===== src/rtl/mem_arbiter.sv =====
// Shares one byte-wide RAM port between instruction fetch and load/store, serialising 1/2/4-byte accesses.
// Build option MEMARB_RR_EN: simultaneous requests alternate (round-robin) instead of MEM always winning.
module mem_arbiter #(
  parameter int RAM_ADDR_W = 17,
  parameter int RAM_LAT    = 1
) (
  input  logic                  clk,
  input  logic                  rst,
  input  logic                  rdy,
  input  logic                  if_req,
  input  logic [31:0]           if_addr,
  output logic                  if_ack,
  output logic [31:0]           if_data,
  input  logic                  mem_req,
  input  logic                  mem_we,
  input  logic [1:0]            mem_len,
  input  logic [31:0]           mem_addr,
  input  logic [31:0]           mem_wdata,
  output logic                  mem_ack,
  output logic [31:0]           mem_rdata,
  output logic [RAM_ADDR_W-1:0] ram_a,
  output logic [7:0]            ram_dout,
  output logic                  ram_wr,
  input  logic [7:0]            ram_din,
  output logic                  stall_req_if,
  output logic                  stall_req_mem
);

  typedef enum logic [1:0] {IDLE = 2'd0, READ = 2'd1, WRITE = 2'd2, DONE = 2'd3} state_t;

  state_t                state;
  logic [RAM_ADDR_W-1:0] base;
  logic [2:0]            len;
  logic                  sel_mem;
  logic [31:0]           wdata;
  logic [31:0]           rbuf;
  logic [3:0]            cyc;
  logic                  wr_q;
`ifdef MEMARB_RR_EN
  logic                  last_mem;
`endif

  logic                  grant_any;
  logic                  grant_mem;
  logic [2:0]            req_len;
  logic [RAM_ADDR_W-1:0] grant_addr;
  logic [3:0]            last_cyc;
  logic                  cap_en;
  logic [1:0]            cap_idx;
  logic [31:0]           rbuf_next;
  logic                  unused_addr_bits;

  assign unused_addr_bits = ^{if_addr[31:RAM_ADDR_W], mem_addr[31:RAM_ADDR_W]};

  // Grant selection for the IDLE cycle
  always_comb begin
    grant_any = if_req | mem_req;
`ifdef MEMARB_RR_EN
    grant_mem = mem_req & ~(if_req & last_mem);
`else
    grant_mem = mem_req;
`endif
    if (grant_mem) begin
      grant_addr = mem_addr[RAM_ADDR_W-1:0];
    end else begin
      grant_addr = if_addr[RAM_ADDR_W-1:0];
    end
    case (mem_len)
      2'b00:   req_len = 3'd1;
      2'b01:   req_len = 3'd2;
      default: req_len = 3'd4;
    endcase
  end

  // Read byte k-1 arrives RAM_LAT cycles after its address, i.e. in cycle k+RAM_LAT
  always_comb begin
    last_cyc  = {1'b0, len} + 4'(RAM_LAT);
    cap_en    = (cyc > 4'(RAM_LAT)) && (cyc <= last_cyc);
    cap_idx   = 2'(cyc - 4'(RAM_LAT + 1));
    if (cap_en) begin
      rbuf_next = rbuf | ({24'd0, ram_din} << {cap_idx, 3'b000});
    end else begin
      rbuf_next = rbuf;
    end
  end

  assign ram_wr        = wr_q & rdy;
  assign stall_req_if  = if_req & ~if_ack;
  assign stall_req_mem = mem_req & ~mem_ack;

  // Arbitration FSM, byte sequencing and registered outputs; rdy low freezes everything
  always_ff @(posedge clk or posedge rst) begin
    if (rst) begin
      state     <= IDLE;
      base      <= '0;
      len       <= 3'd0;
      sel_mem   <= 1'b0;
      wdata     <= 32'd0;
      rbuf      <= 32'd0;
      cyc       <= 4'd0;
      wr_q      <= 1'b0;
      ram_a     <= '0;
      ram_dout  <= 8'd0;
      if_ack    <= 1'b0;
      mem_ack   <= 1'b0;
      if_data   <= 32'd0;
      mem_rdata <= 32'd0;
`ifdef MEMARB_RR_EN
      last_mem  <= 1'b0;
`endif
    end else if (rdy) begin
      case (state)
        IDLE: begin
          if (grant_any) begin
            sel_mem <= grant_mem;
            base    <= grant_addr;
            ram_a   <= grant_addr;
            len     <= grant_mem ? req_len : 3'd4;
            wdata   <= mem_wdata;
            rbuf    <= 32'd0;
            cyc     <= 4'd1;
`ifdef MEMARB_RR_EN
            last_mem <= grant_mem;
`endif
            if (grant_mem && mem_we) begin
              wr_q     <= 1'b1;
              ram_dout <= mem_wdata[7:0];
              state    <= WRITE;
            end else begin
              state    <= READ;
            end
          end
        end
        READ: begin
          cyc  <= cyc + 4'd1;
          rbuf <= rbuf_next;
          if (cyc < {1'b0, len}) begin
            ram_a <= base + RAM_ADDR_W'(cyc);
          end
          if (cyc == last_cyc) begin
            state <= DONE;
            if (sel_mem) begin
              mem_ack   <= 1'b1;
              mem_rdata <= rbuf_next;
            end else begin
              if_ack  <= 1'b1;
              if_data <= rbuf_next;
            end
          end
        end
        WRITE: begin
          cyc <= cyc + 4'd1;
          if (cyc < {1'b0, len}) begin
            ram_a    <= base + RAM_ADDR_W'(cyc);
            ram_dout <= wdata[{cyc[1:0], 3'b000} +: 8];
          end else begin
            wr_q    <= 1'b0;
            mem_ack <= 1'b1;
            state   <= DONE;
          end
        end
        DONE: begin
          if_ack  <= 1'b0;
          mem_ack <= 1'b0;
          state   <= IDLE;
        end
        default: state <= IDLE;
      endcase
    end
  end

endmodule

===== config.mk =====
export PLATFORM = sky130hd
export DESIGN_NAME = mem_arbiter
export DESIGN_NICKNAME = d
export VERILOG_FILES = /design/src/rtl/mem_arbiter.sv
export SDC_FILE = /design/constraint.sdc
export NUM_CORES = 1
export LEC_CHECK = 0
export CELL_PAD_IN_SITES_DETAIL_PLACEMENT = 0
export CELL_PAD_IN_SITES_GLOBAL_PLACEMENT = 2
export CORE_UTILIZATION = 28
export DETAILED_ROUTE_END_ITERATION = 12
export MAX_ROUTING_LAYER = met4
export PLACE_DENSITY = 0.81
export SYNTH_ARGS = -nofsm -noshare
export SYNTH_HDL_FRONTEND = slang
export SYNTH_SLANG_ARGS = --single-unit

===== constraint.sdc =====
create_clock -name clk -period 6 [get_ports clk]
set_input_delay 1.2 -clock clk [delete_from_list [all_inputs] [get_ports clk]]
set_output_delay 1.2 -clock clk [all_outputs]
set_load 0.02 [all_outputs]

**After elaboration in Yosys (flattened, before gate mapping)**

Index checks and enable logic that the tools add are counted.
Widths: inputs -> output; s select.

- Flip-flop bits (word level): 183
- Logic and storage cells: 96
- Bits of input ports: 112
- Output and inout bits: 94

- Add/sub/neg operators: 4
- Multiplexer cells: 31
- $lt $le $gt $ge: 3
- Shift operators: 2
- Bitwise operators: 8
- Reductions and logical operators: 21
- Eq/ne operators: 13

Operators by type and width:

| cell | number |
|---|---|
| $mux 32 | 2 |
| $pmux 32 s2 | 1 |
| $mux 17 | 3 |
| $pmux 17 s2 | 1 |
| $or 32x32->32 | 1 |
| $shiftx 32x6->8 | 1 |
| $shl 8x5->32 | 1 |
| $mux 8 | 3 |
| $reduce_and 4->1 | 5 |
| $add 17x4->17 | 1 |
| $pmux 8 s2 | 1 |
| $reduce_and 5->1 | 3 |
| $ne 2x2->1 const B | 7 |
| $reduce_and 3->1 | 3 |
| $mux 1 | 8 |
| $mux 2 | 4 |
| $pmux 2 s4 | 1 |
| $pmux 4 s2 | 1 |
| $reduce_bool 2->1 | 4 |
| $pmux 3 s2 | 1 |
| $add 3x1->4 const B | 1 |
| $add 4x1->4 const B | 1 |
| $eq 2x1->1 const B | 2 |
| $eq 2x2->1 const B | 2 |
| other kinds (17) | 24 |

**Longest topological paths before layout**

Gate-level depths: netlist (run 1).

- Depth after elaboration: 5
- Depth in mapped cells: 10
- Gate-level depth less buffers: 8

**Worst setup path before layout (run 1)**

No wires, ideal clock.

- Path type: input to output
- From: in mem_req
- To: out stall_req_mem
- Cell stages on the path: 3
- Buffers on the path: 2
- Path slack: 2712 ps
- Data required time: 4800 ps
- Data arrival time: 2088 ps
- Cell sequence: buf_4 > clkbuf_1 > nor2b_1

- Cells in the longest elaborated chain, start to end: 1

RTL lines:

| what | RTL line | text |
|---|---|---|
| start: declaration | 14 | `input logic mem_req,` |
| $and 1x1->1 | 89 | `assign stall_req_mem = mem_req & ~mem_ack;` |
| end: declaration | 26 | `output logic stall_req_mem` |

Every way passes these cells.

**Final worst setup path (run 1)**

- From: in rdy
- To: out ram_wr

- Cells in the longest elaborated chain, start to end: 1

RTL lines:

| what | RTL line | text |
|---|---|---|
| start: declaration | 9 | `input logic rdy,` |
| $and 1x1->1 | 87 | `assign ram_wr = wr_q & rdy;` |
| end: declaration | 23 | `output logic ram_wr,` |

Every way passes these cells.

==> impl_metrics.py, run 1 <==
metrics = {
    "outcome": {
        "outcome": "finished, final reports clean",
    },
    "detailed_routing": {
        "drt_iter0_drc": 369,
        "routed_wl_um": 22700,
        "ant_nets": 0,
        "drc_errors": 0,
        "drt_first_pass_iters": 4,
        "post_drt_wl_per_cell_um": 16.9,
        "viasPerCell": 4.79,
        "num_vias": 6431,
    },
    "die": {
        "io-pin-count": 206,
        "die_y_um": 175,
        "die_w_um": 175,
        "core_sq_mm": 0.0290,
        "initial_core_util_pct": 28.8,
        "rows": 62,
        "dieArea_sq_mm": 0.0305,
    },
    "finish": {
        "final_common_cell": "dfrtp_1",
        "diodes": 0,
        "final_area_sq_mm": 0.0111,
        "areaGrowthSynthToFinish_pct": 32.6,
        "final_cell_mix": "183 x dfrtp_1, 175 x clkdlybuf4s50_1, 94 x nor2_1",
        "drive_gt1_share_pct": 10.2,
        "layout.nets": 1078,
    },
    "yosys": {
        "yosysWarnings": 0,
        "syn-cell-area_sq_mm": 0.00836,
        "synthCells": 788,
        "synth.distinct_cells": 56,
        "synthTopCellsByArea": "dfrtp_1 55%, mux2_2 4.4%, o21ai_0 4.3%",
        "synth-seq-cells": 183,
        "synthArstFlopShare_pct": 100,
        "synth_fp_nets": 920,
        "synth_largest_area_cell": "dfrtp_1",
        "synth_edf_count": 0,
        "synth_top_area_share_pct": 54.8,
        "syn_avg_cell_area_sq_um": 10.6,
        "synth.yosys.seq_area_share_pct": 54.8,
        "synth_ff_type": "dfrtp_1",
    },
    "hold_path": {
        "worst_hold_path_type": "register to register",
    },
    "cts": {
        "insertion_delay_ns": 0.43,
        "cts_tree": "yes",
        "clockBufferDepth": 2,
        "cts_root_buffer": "clkbuf_16",
        "clkTransAtPathRegs_ns": 0.07,
        "clkSinkCount": 183,
        "cts.repair.resized": 0,
        "cts_setup_buffers": 0,
        "numCtsBuffers": 17,
        "cts_hold_buf": 0,
        "htreeDepth": 4,
    },
    "critical_path": {
        "worst-path-buf-inv": 2,
        "cpMaxStageDelayCell": "clkdlybuf4s50_1",
        "crit_chain": "clkdlybuf4s50_1 -> and2_1 -> clkdlybuf4s50_1",
        "max_stage_delay_ns": 0.69,
        "critical-path-top-delay-family": "buffers and inverters",
        "worst-path-max-fanout": 10,
        "worstPathRequired_ns": 4.80,
        "crit_type": "input port to primary output",
        "endpoint_kind": "primary output",
        "arrival_ns": 2.73,
        "startpoint_type": "input port",
        "critPathMostFrequentCell": "clkdlybuf4s50_1",
    },
    "pwr": {
        "p_sw_share_pct": 39.6,
        "p_comb_share_pct": 43.5,
        "clkPwrFrac_pct": 19.4,
        "p_per_area_mw_per_mm2": 528,
        "pwr-share-seq_pct": 37.2,
        "p_switching_w": 0.00232,
        "internal_power_w": 0.00354,
        "p_leak_nw": 4.80,
        "peakVddDrop_uv": 258,
    },
    "placed_design": {
        "dpl.hpwl_um": 15500,
        "place_area_sq_mm": 0.0105,
        "io_buffer_count": 175,
        "dp_slack_ns": 2.07,
        "place_congestion": 0.767,
    },
    "sta": {
        "hold_ws_ns": 0.480,
        "final.period_utilization_pct": 65.6,
        "clock_skew_ns": 0.0131,
        "setup_viol": 0,
        "slew_violations": 0,
        "worst_pin_slew_ns": 1.08,
        "worst_slack_ns": 2.07,
        "max_freq_mhz": 254,
        "fin_setup_tns_ns": 0,
        "rsz0062_at_grt": "false",
        "slew_headroom_pct": 27.8,
        "min_period_ns": 3.93,
        "hold_viol_final": 0,
    },
    "grt": {
        "grt_max_degree": 105,
        "grt_overflow": 0,
        "grt_pass1_wl_um": 37100,
        "antenna_found_initial": 0,
        "grtUsageTotal_pct": 16.1,
        "grt_pass1_vias": 6619,
    },
    "job": {
        "cap_violations": 0,
    },
}
[cells in the mapped netlist, types with 4 or more instances]
master    count
nor3_1       13
ha_1         19
a21oi_1      18
nand4_1       4
o21ai_0      72
xnor2_1       9
clkbuf_1     27
nand3_1       8
nand2_1      80
o21ai_1       5
inv_1        25
buf_2        12
mux2_2       33
mux4_2        8
nand2b_1      4
o22ai_1      33
a31oi_1      25
nor2_1       94
a21o_1        5
a22o_1       25
mux2i_1      26
dfrtp_1     183
[worst reg2reg max path: stages, from the launching register on]
cell     delay (ns)
dfrtp_1        0.98
ha_1           0.39
nand3_1        0.08
o22ai_1        0.09
o21ai_2        0.84
and4_1         0.61
a22o_1         0.22
[power groups by stage]
stage | logic (W) | clock network, W | registers, W
6_report | 0.00254 | 0.00113 | 0.00218
5_1_grt | 0.00283 | 0.00121 | 0.00226
4_1_cts | 0.00259 | 0.00116 | 0.00218
3_5_place_dp | 0.00258 | 0 | 0.00221
3_3_place_gp | 0.00254 | 0 | 0.00219
2_1_floorplan | 0.00136 | 0 | 0.00239
[state kept, by name, indices dropped and copies added, names as in the netlist, 4 cells and up]
signal and count:
cyc 4, rbuf 32, wdata 32, if_data 32
mem_rdata 32, base 17, ram_dout 8, ram_a 17
[path summary, 6_finish.rpt]
kind / slack [ns] / cells past startpoint / end / from
worst max-delay path: 2.07 / 3 / ram_wr / rdy
worst min register to register: 0.48 / 2 / mem_rdata[13] / mem_rdata[13]
worst max register to register: 2.75 / 6 / rbuf[6] / cyc[1]
min in group asynchronous: 1.21 / 2 / if_ack / rst
max in group asynchronous: 3.84 / 3 / rbuf[16] / rst
worst min-delay path: 0.48 / 2 / mem_rdata[13] / mem_rdata[13]
[routing by layer]
layer | part of all wire [%] | up-vias | routed length (um) | track usage (%)
met5 | 0 | - | 0 | -
met1 | 47 | 3150 | 10700 | 21.6
met4 | 0.50 | 0 | 114 | 3.59
met3 | 4.9 | 4 | 1110 | 3.22
li1 | - | 3114 | - | -
met2 | 47 | 163 | 10800 | 25.0
[stage by stage]
| step | util [%] | cells | total power (W) |
|---|---|---|---|
| 4_1_cts | 38.2 | 1343 | 0.00594 |
| 3_3_place_gp | 36.2 | 1311 | 0.00474 |
| 3_5_place_dp | 36.2 | 1311 | 0.00479 |
| 5_1_grt | 38.2 | 1343 | 0.00630 |
| 6_report | 38.2 | 1343 | 0.00585 |
| 2_1_floorplan | - | 788 | 0.00375 |
[final cells by class]
class,count,area (sq um)
Fill cell,2937,17900
Sequential cell,183,4580
Multi-Input combinational cell,535,3500
Timing Repair Buffer,184,1830
Tap cell,384,480
Clock buffer,18,439
Clock inverter,14,149
Inverter,25,97.6
[kinds of logic (layout without fill, tap and decap cells)]
logic type | after synthesis | in the layout | share of synthesized area, %
xor gates and xnor gates | 12 | 12 | 1.26
adders and majority gates | 20 | 20 | 3.08
buffers and inverters | 70 | 241 | 3.50
and+or+nand+nor | 229 | 229 | 12.0
AOI/OAI and AO/OA | 207 | 207 | 15.6
DFF | 183 | 183 | 54.8
muxes | 67 | 67 | 9.72
Note: power is estimated with default switching activity, not from simulation.
==> inputs of run 2 (changes only) <==
--- a/config.mk
+++ b/config.mk
@@ -7,10 +7,10 @@
 export LEC_CHECK = 0
 export CELL_PAD_IN_SITES_DETAIL_PLACEMENT = 0
 export CELL_PAD_IN_SITES_GLOBAL_PLACEMENT = 2
-export CORE_UTILIZATION = 28
+export CORE_UTILIZATION = 31
 export DETAILED_ROUTE_END_ITERATION = 12
 export MAX_ROUTING_LAYER = met4
-export PLACE_DENSITY = 0.81
+export PLACE_DENSITY = 0.85
 export SYNTH_ARGS = -nofsm -noshare
 export SYNTH_HDL_FRONTEND = slang
 export SYNTH_SLANG_ARGS = --single-unit
==> constraint.sdc (replaced) <==
create_clock -name clk -period 4.1 [get_ports clk]
set_input_delay 0.82 -clock clk [delete_from_list [all_inputs] [get_ports clk]]
set_output_delay 0.82 -clock clk [all_outputs]
set_load 0.02 [all_outputs]
==> run 2 against run 1 <==
Against the previous run: the flow now finishes with violations (DRC); die area fell by 9.6%; via count shrank 1.1%; clock power rose by 39%; sequential power grew 46%; non-clock buffer count increased by 8; clock skew grew 0.0065 ns; setup slack got worse by 1.1 ns; worst hold slack got worse by 0.0022 ns; wire length down 3.7%; utilization increased by 4.0 points; critical endpoint unchanged.
==> impl_metrics.py, run 2 (synthesized netlist as in run 1, its figures left out) <==
metrics = {
    "sta": {
        "max_freq_mhz": 315,
        "slew_violations": 0,
        "final.period_utilization_pct": 77.4,
        "rsz0062_at_grt": "false",
        "clock_skew_ns": 0.0196,
        "slew_headroom_pct": 35.9,
        "min_period_ns": 3.17,
        "hold_viol_final": 0,
        "fin_setup_tns_ns": 0,
        "worst_pin_slew_ns": 0.961,
        "setup_viol": 0,
    },
    "cts": {
        "htreeDepth": 4,
        "insertion_delay_ns": 0.43,
        "cts.repair.resized": 0,
        "cts_setup_buffers": 0,
        "clkSinkCount": 183,
        "cts_tree": "yes",
        "clockBufferDepth": 2,
        "cts_root_buffer": "clkbuf_16",
        "cts_hold_buf": 0,
        "clkTransAtPathRegs_ns": 0.07,
        "numCtsBuffers": 17,
    },
    "grt": {
        "grtUsageTotal_pct": 17.1,
        "antenna_found_initial": 0,
        "grt_pass1_wl_um": 36000,
        "grt_pass1_vias": 6486,
        "grt_max_degree": 71,
        "grt_overflow": 0,
    },
    "pwr": {
        "p_leak_nw": 4.84,
        "peakVddDrop_uv": 309,
        "p_per_area_mw_per_mm2": 766,
    },
    "finish": {
        "multi_input_area_sq_mm": 0.00350,
        "fillers": 2617,
        "diodes": 0,
        "final_cell_mix": "183 x dfrtp_1, 175 x clkdlybuf4s50_1, 94 x nor2_1",
        "areaGrowthSynthToFinish_pct": 32.6,
        "utilization_pct": 42.2,
        "regArea_sq_mm": 0.00458,
        "final_common_cell": "dfrtp_1",
        "layout.nets": 1086,
        "drive_gt1_share_pct": 10.7,
    },
    "critical_path": {
        "worstPathRequired_ns": 3.28,
        "arrival_ns": 2.35,
        "startpoint_type": "input port",
        "worst-path-max-fanout": 10,
        "crit_type": "input port to primary output",
        "endpoint_kind": "primary output",
    },
    "detailed_routing": {
        "viasPerCell": 4.88,
        "post_drt_wl_per_cell_um": 16.8,
        "drc_errors": 12,
        "routed_wl_um": 21900,
        "ant_nets": 0,
        "num_vias": 6359,
        "drt_first_pass_iters": 10,
        "drt_iter0_drc": 380,
    },
    "job": {
        "cap_violations": 0,
    },
    "outcome": {
        "violations": "DRC",
        "outcome": "finished, violations left",
    },
    "die": {
        "initial_core_util_pct": 31.8,
        "die_w_um": 166,
        "rows": 59,
        "dieArea_sq_mm": 0.0276,
        "core_sq_mm": 0.0263,
        "io-pin-count": 206,
        "die_y_um": 166,
    },
    "placed_design": {
        "io_buffer_count": 175,
        "place_congestion": 0.748,
        "dpl.hpwl_um": 15300,
    },
    "hold_path": {
        "worst_hold_path_type": "register to register",
    },
}
-- run 2: cell count changes in the layout (fill, tap and decap cells not counted), moves of 2 or more --
| cell | before | now |
|---|---|---|
| buf_12 | 1 | 4 |
| inv_8 | 5 | 0 |
| clkinv_2 | 0 | 2 |
| inv_6 | 5 | 1 |
| clkinv_4 | 1 | 7 |
| clkbuf_1 | 0 | 2 |
| buf_4 | 8 | 13 |
-- run 2: where the power goes --
part	total, W	internal (W)	switching, W
logic	0.00374	0.00176	0.00198
registers	0.00318	0.00261	0.000564
clock network	0.00157	0.000821	0.000745
total	0.00848	0.00519	0.00329
-- run 2: per-layer routing --
layer  track usage, %  part of all wire [%]  vias to the layer above  wire [um]
met4             4.75                   1.4                        0        296
met2             27.0                    47                      171      10300
li1                 -                     -                     3144          -
met3             3.93                   5.8                       24       1260
met5                -                     0                        -          0
met1             21.9                    46                     3020      10000
-- run 2: metrics by stage --
step	setup WS [ns]	hold WS [ns]	area [sq um]	std cells	power [W]
after floorplan	0.929	0.456	8360	788	0.00549
after detailed placement	0.602	0.469	10500	1270	0.00701
final	0.928	0.478	11100	1302	0.00848
after global placement	0.690	0.461	10500	1270	0.00693
after CTS	0.931	0.485	11100	1302	0.00858
after global routing	0.669	0.507	11100	1302	0.00908
-- run 2: layout make-up --
| cell class | count | area share, % |
|---|---|---|
| multi-input cells | 535 | 31.6 |
| clock buffers | 21 | 4.16 |
| well taps | 335 | 3.78 |
| clock inverters | 11 | 0.869 |
| inverters | 25 | 0.881 |
| repair buffers | 192 | 17.4 |
| flip-flops and latches | 183 | 41.3 |
-- run 2: path summary, 6_finish.rpt --
kind | start | endpoint | slack [ns] | cells past startpoint
setup / recovery | rdy | ram_wr | 0.93 | 3
hold / removal | mem_rdata[13] | mem_rdata[13] | 0.48 | 2
setup reg to reg | cyc[0] | mem_rdata[15] | 1.00 | 9
hold reg to reg | mem_rdata[13] | mem_rdata[13] | 0.48 | 2
max in group asynchronous | rst | wdata[27] | 2.41 | 3
min in group asynchronous | rst | if_data[7] | 0.88 | 2
-- run 2: critical path, cell delays in order --
cell and delay [ns]:
clkdlybuf4s50_1 0.68, and2_1 0.19, clkdlybuf4s50_1 0.66
==> RTL edit 1: new RTL, flow settings as in run 1 <==
Reset style: synchronous (`rst`), changed in one clocked block.
--- a/src/rtl/mem_arbiter.sv
+++ b/src/rtl/mem_arbiter.sv
@@ -89,7 +89,7 @@
   assign stall_req_mem = mem_req & ~mem_ack;
 
   // Arbitration FSM, byte sequencing and registered outputs; rdy low freezes everything
-  always_ff @(posedge clk or posedge rst) begin
+  always_ff @(posedge clk) begin
     if (rst) begin
       state     <= IDLE;
       base      <= '0;
Function: differs if rst is asserted again (counterexample within 4 cycles, from zero or initial values and one cycle with rst high); with rst held inactive, the same outputs for 4 cycles.
==> RTL edit 1 against run 1 <==
  * Die area decreased by 3.0%
  * Critical path depth unchanged
  * Cell area decreased by 3.0%
  * Setup slack got worse by 47 ps
  * Count of clock-buffer cells in the layout decreased by 1
  * Synthesized area decreased by 3.1%
  * Routed wire length increased by 9.0%
  * Sequential cell count unchanged
Power is not compared: it rests on default switching activity, and its combinational part moved more than twofold at a synthesized area within 25%.
==> RTL edit 1: results (changes against run 1) <==
The fraction of standard cell area in multi-input logic is 0.380 (was 0.316). The count of non-CTS buffers in the layout came out at 190 (was 184). The setup slack of the most critical reg-to-reg path is 2640 ps (was 2750 ps). The HPWL after detailed placement came out at 16500 um (was 15500 um).

The met2 track utilization from global routing came out at 0.270 (was 0.250). The sequential-to-total area share from yosys stat came to 0.452 (was 0.548). The global-route wire length before repair is 39000 um (was 37100 um).

The multi-input gate count came out at 671 (was 535). The pin count of the biggest net entering global routing came out at 80 (was 105). The number of nets produced by synthesis came out at 1076 (was 920).

The number of non-clock inverters is 16 (was 25). The antenna diode count is 1 (was 0). The critical path's largest stage delay was 740 ps (was 690 ps).

The worst hold-check slack is 452 ps (was 480 ps). The weighted congestion at the end of routability-driven global placement came out at 0.773 (was 0.767). The total length of routed met2 wires is 11300 um (was 10800 um).

The total global routing track utilization is 0.176 (was 0.161). The routed length on met1 was 12200 um (was 10700 um). The fraction of met1 tracks used by global routing is 0.236 (was 0.216).

The overall power of the completed layout is 2.96 mW. The number of cells in the finished layout apart from fillers was 1471 (was 1343). The worst clock skew on the final layout is 17.5 ps (was 13.1 ps). The total core area is 0.0281 mm^2 (was 0.0290 mm^2). The average routed wire per standard cell is 16.8 um (was 16.9 um). The endpoint of the worst register-to-register path is ram_a[5] (was rbuf[6]).

The data arrival time of the worst path came to 2780 ps (was 2730 ps). The capture endpoint of the worst hold path is wdata[24] (was mem_rdata[13]). Status: completed (unchanged).

The number of optimization iterations in the first detailed-route pass came to 5 (was 4). The total placed cells including tap cells is 1438 (was 1311). The worst flop-to-flop path startpoint is state[0] (was cyc[1]). The share of flip-flops with an asynchronous set or reset after synthesis is 0 (was 1.00).

Synth area leaders: dfxtp_1 45%, nand2_1 8.3%, a21oi_1 6.2% (was dfrtp_1 55%, mux2_2 4.4%, o21ai_0 4.3%). The met3 layer usage reported by global route is 0.0334 (was 0.0322). The total number of nets in the final design is 1211 (was 1078).

The clock buffer and inverter area fraction after layout is 0.0566 (was 0.0531). The post-placement worst setup slack is 1950 ps (was 2070 ps). The start point of the worst min-delay path was wdata[24] (was mem_rdata[13]). Most instantiated cells after synthesis: 183 x dfxtp_1, 180 x nand2_1, 101 x a21oi_1 (was 183 x dfrtp_1, 94 x nor2_1, 80 x nand2_1).

The register share of the cell area came to 0.341 (was 0.413).
RTL edit 1: cell types whose count changed after synthesis, sizes merged, moves of 24 or more:
cell	run 1	this run
dfrtp	183	0
mux2	33	5
a211oi	2	32
o22ai	33	4
a21oi	20	101
nor2	94	70
o21ai	77	44
dfxtp	0	183
nand2	80	181
RTL edit 1: worst max-delay path by stage:
| stage | startpoint | to | slack (ps) | cells after the start |
|---|---|---|---|---|
| finish | rdy | ram_wr | 2020 | 3 |
| global route | rdy | ram_wr | 1960 | 3 |
| CTS | rdy | ram_wr | 1990 | 3 |
| detailed placement | rdy | mem_rdata[4] | 1950 | 6 |
| global placement | rdy | mem_rdata[4] | 1990 | 6 |
| floorplan | mem_req | stall_req_mem | 2740 | 3 |
RTL edit 1: cells by family after synthesis:
kind of cell               share of synthesized area
and+or+nand+nor                                0.168
AOI/OAI and AO/OA                              0.230
buffers and inverters                         0.0457
xor gates and xnor gates                      0.0130
DFF                                            0.452
muxes                                         0.0588
adders and majority gates                     0.0318
==> RTL edit 2: new RTL, settings of run 1 <==
Without the edit above. `RAM_ADDR_W`: 17 -> 21.
--- a/src/rtl/mem_arbiter.sv
+++ b/src/rtl/mem_arbiter.sv
@@ -1,7 +1,7 @@
 // Shares one byte-wide RAM port between instruction fetch and load/store, serialising 1/2/4-byte accesses.
 // Build option MEMARB_RR_EN: simultaneous requests alternate (round-robin) instead of MEM always winning.
 module mem_arbiter #(
-  parameter int RAM_ADDR_W = 17,
+  parameter int RAM_ADDR_W = 21,
   parameter int RAM_LAT    = 1
 ) (
   input  logic                  clk,
Interface: changed (resized ram_a); port bits go from 206 to 210. No check against the original RTL was run, so the function may have changed too.
==> RTL edit 2 against run 1 <==
  * The flow now finishes with violations (DRC)
  * Critical path type unchanged
  * Cell area grew 5.1%
  * Routed wire length grew 1.1%
  * Largest cell class unchanged
  * Setup slack lost 15 ps
  * Combinational power grew 13%
  * Synthesized area grew 6.0%
  * Worst hold slack gained 12 ps
  * Power grew 7.8%
  * Sequential cell count grew 8
==> RTL edit 2: results (changes against run 1) <==
The number of distinct library cells after synthesis is 51 (was 56). Most instantiated cells after synthesis: 191 x dfrtp_1, 86 x nor2_1, 68 x a21oi_1 (was 183 x dfrtp_1, 94 x nor2_1, 80 x nand2_1). The sequential-to-total area share from yosys stat came out at 0.540 (was 0.548).

The path depth of the worst reg2reg path is 7 (was 6). The routed length on met1 is 11000 um (was 10700 um). The setup slack of the most critical reg-to-reg path is 2640 ps (was 2750 ps). The static power due to leakage is 5.04 nW (was 4.80 nW).

The pin count of the biggest net entering global routing is 183 (was 105). The fraction of layout cells with a size suffix above 1 came out at 0.118 (was 0.102). The number of vias in the routed layout came out at 6569 (was 6431). The data arrival time of the worst path came out at 2750 ps (was 2730 ps). The number of nets produced by synthesis came to 928 (was 920). The peak ir drop on the vdd network came out at 0.207 mV (was 0.258 mV). The HPWL after detailed placement was 15500 um (about the same). The global-route wire length before repair came to 37800 um (was 37100 um).

The endpoint of the most critical setup path is ram_wr (unchanged). The average routed wire per standard cell is 16.9 um (about the same). The endpoint of the worst register-to-register path is ram_a[20] (was rbuf[6]). The detailed router's first-iteration violation count is 383 (was 369).

The weighted congestion at the end of routability-driven global placement came out at 0.754 (was 0.767). The critical path's largest stage delay came out at 760 ps (was 690 ps). The number of optimization iterations in the first detailed-route pass is 11 (was 4). The total number of nets in the final design came out at 1082 (was 1078). The maximum fanout encountered on the critical timing path came out at 9 (was 10). The total global routing track utilization is 0.152 (was 0.161). The worst clock skew on the final layout came out at 22.8 ps (was 13.1 ps). The worst-case setup margin in the final layout came out at 2050 ps (was 2070 ps). Synth area leaders: dfrtp_1 54%, mux2_2 7.2%, a21oi_1 3.8% (was dfrtp_1 55%, mux2_2 4.4%, o21ai_0 4.3%). The port buffer count is 187 (was 175). The design internal power is 3.80 mW (was 3.54 mW). The checks that failed: DRC. The post-detailed-route DRC marker count is 14 (was 0). The total met3 wirelength after detailed routing is 1440 um (was 1110 um). Status: complete, but fails checks (was completed).
[RTL edit 2: changes by cell type after synthesis, moves of 7 or more]
cell	run 1	this run
a21oi_1	18	68
nand2_1	80	44
o21ai_0	72	38
o22ai_1	33	0
mux2_2	33	57
a221o_1	1	10
a31oi_1	25	33
and3_1	2	10
dfrtp_1	183	191
nor2_1	94	86
a22o_1	25	32
clkbuf_2	0	7
[RTL edit 2: cell type report]
type,instances,area [um^2]
well taps,396,495
repair buffers,193,1920
multi-input cells,527,3730
clock inverters,15,201
flip-flops and latches,191,4780
fillers,3041,19200
clock buffers,17,425
diodes,2,5.00
inverters,20,78.8
[RTL edit 2: per-layer routing]
metal	track usage	up-vias
li1	-	3157
met1	0.208	3230
met2	0.226	166
met3	0.0359	16
met4	0.0369	0
met5	-	-
[RTL edit 2: power groups by stage]
| stage | clock network [mW] | registers, mW | logic [mW] |
|---|---|---|---|
| after floorplan | 0 | 2.52 | 1.54 |
| after global placement | 0 | 2.29 | 2.84 |
| after detailed placement | 0 | 2.30 | 2.88 |
| after CTS | 1.22 | 2.28 | 2.89 |
| after global routing | 1.27 | 2.36 | 3.12 |
| final | 1.19 | 2.27 | 2.86 |
[RTL edit 2: through the flow]
| stage | area (um^2) | cells |
|---|---|---|
| after floorplan | 8860 | 796 |
| after global placement | 11000 | 1327 |
| after detailed placement | 11000 | 1327 |
| after CTS | 11600 | 1359 |
| after global routing | 11600 | 1361 |
| final | 11600 | 1361 |
[RTL edit 2: cells by family (layout without fill, tap and decap cells)]
| family | Yosys count | in the layout | share of synthesized area |
|---|---|---|---|
| AO/OA/AOI/OAI | 206 | 206 | 0.151 |
| XOR/XNOR | 15 | 15 | 0.0148 |
| adder cells (fa/ha/maj) | 20 | 20 | 0.0291 |
| buffers and inverters | 78 | 245 | 0.0400 |
| flip-flops | 191 | 191 | 0.540 |
| multiplexers | 94 | 94 | 0.126 |
| other | 0 | 2 | 0 |
| AND/OR/NAND/NOR | 192 | 192 | 0.0995 |
[RTL edit 2: worst min-delay path, stage by stage, from the launching register on]
cell and delay, ps:
dfrtp_1 350, nand2_1 60, nand2_1 60
[RTL edit 2: worst min path at each step]
stage / slack, ps / start / depth (start not counted) / endpoint
after global routing: 510 / base[0] / 2 / base[0]
after global placement: 470 / rbuf[23] / 2 / rbuf[23]
after floorplan: 450 / rbuf[23] / 2 / rbuf[23]
final: 490 / rbuf[23] / 2 / rbuf[23]
after detailed placement: 470 / rbuf[23] / 2 / rbuf[23]
after CTS: 490 / rbuf[23] / 2 / rbuf[23]
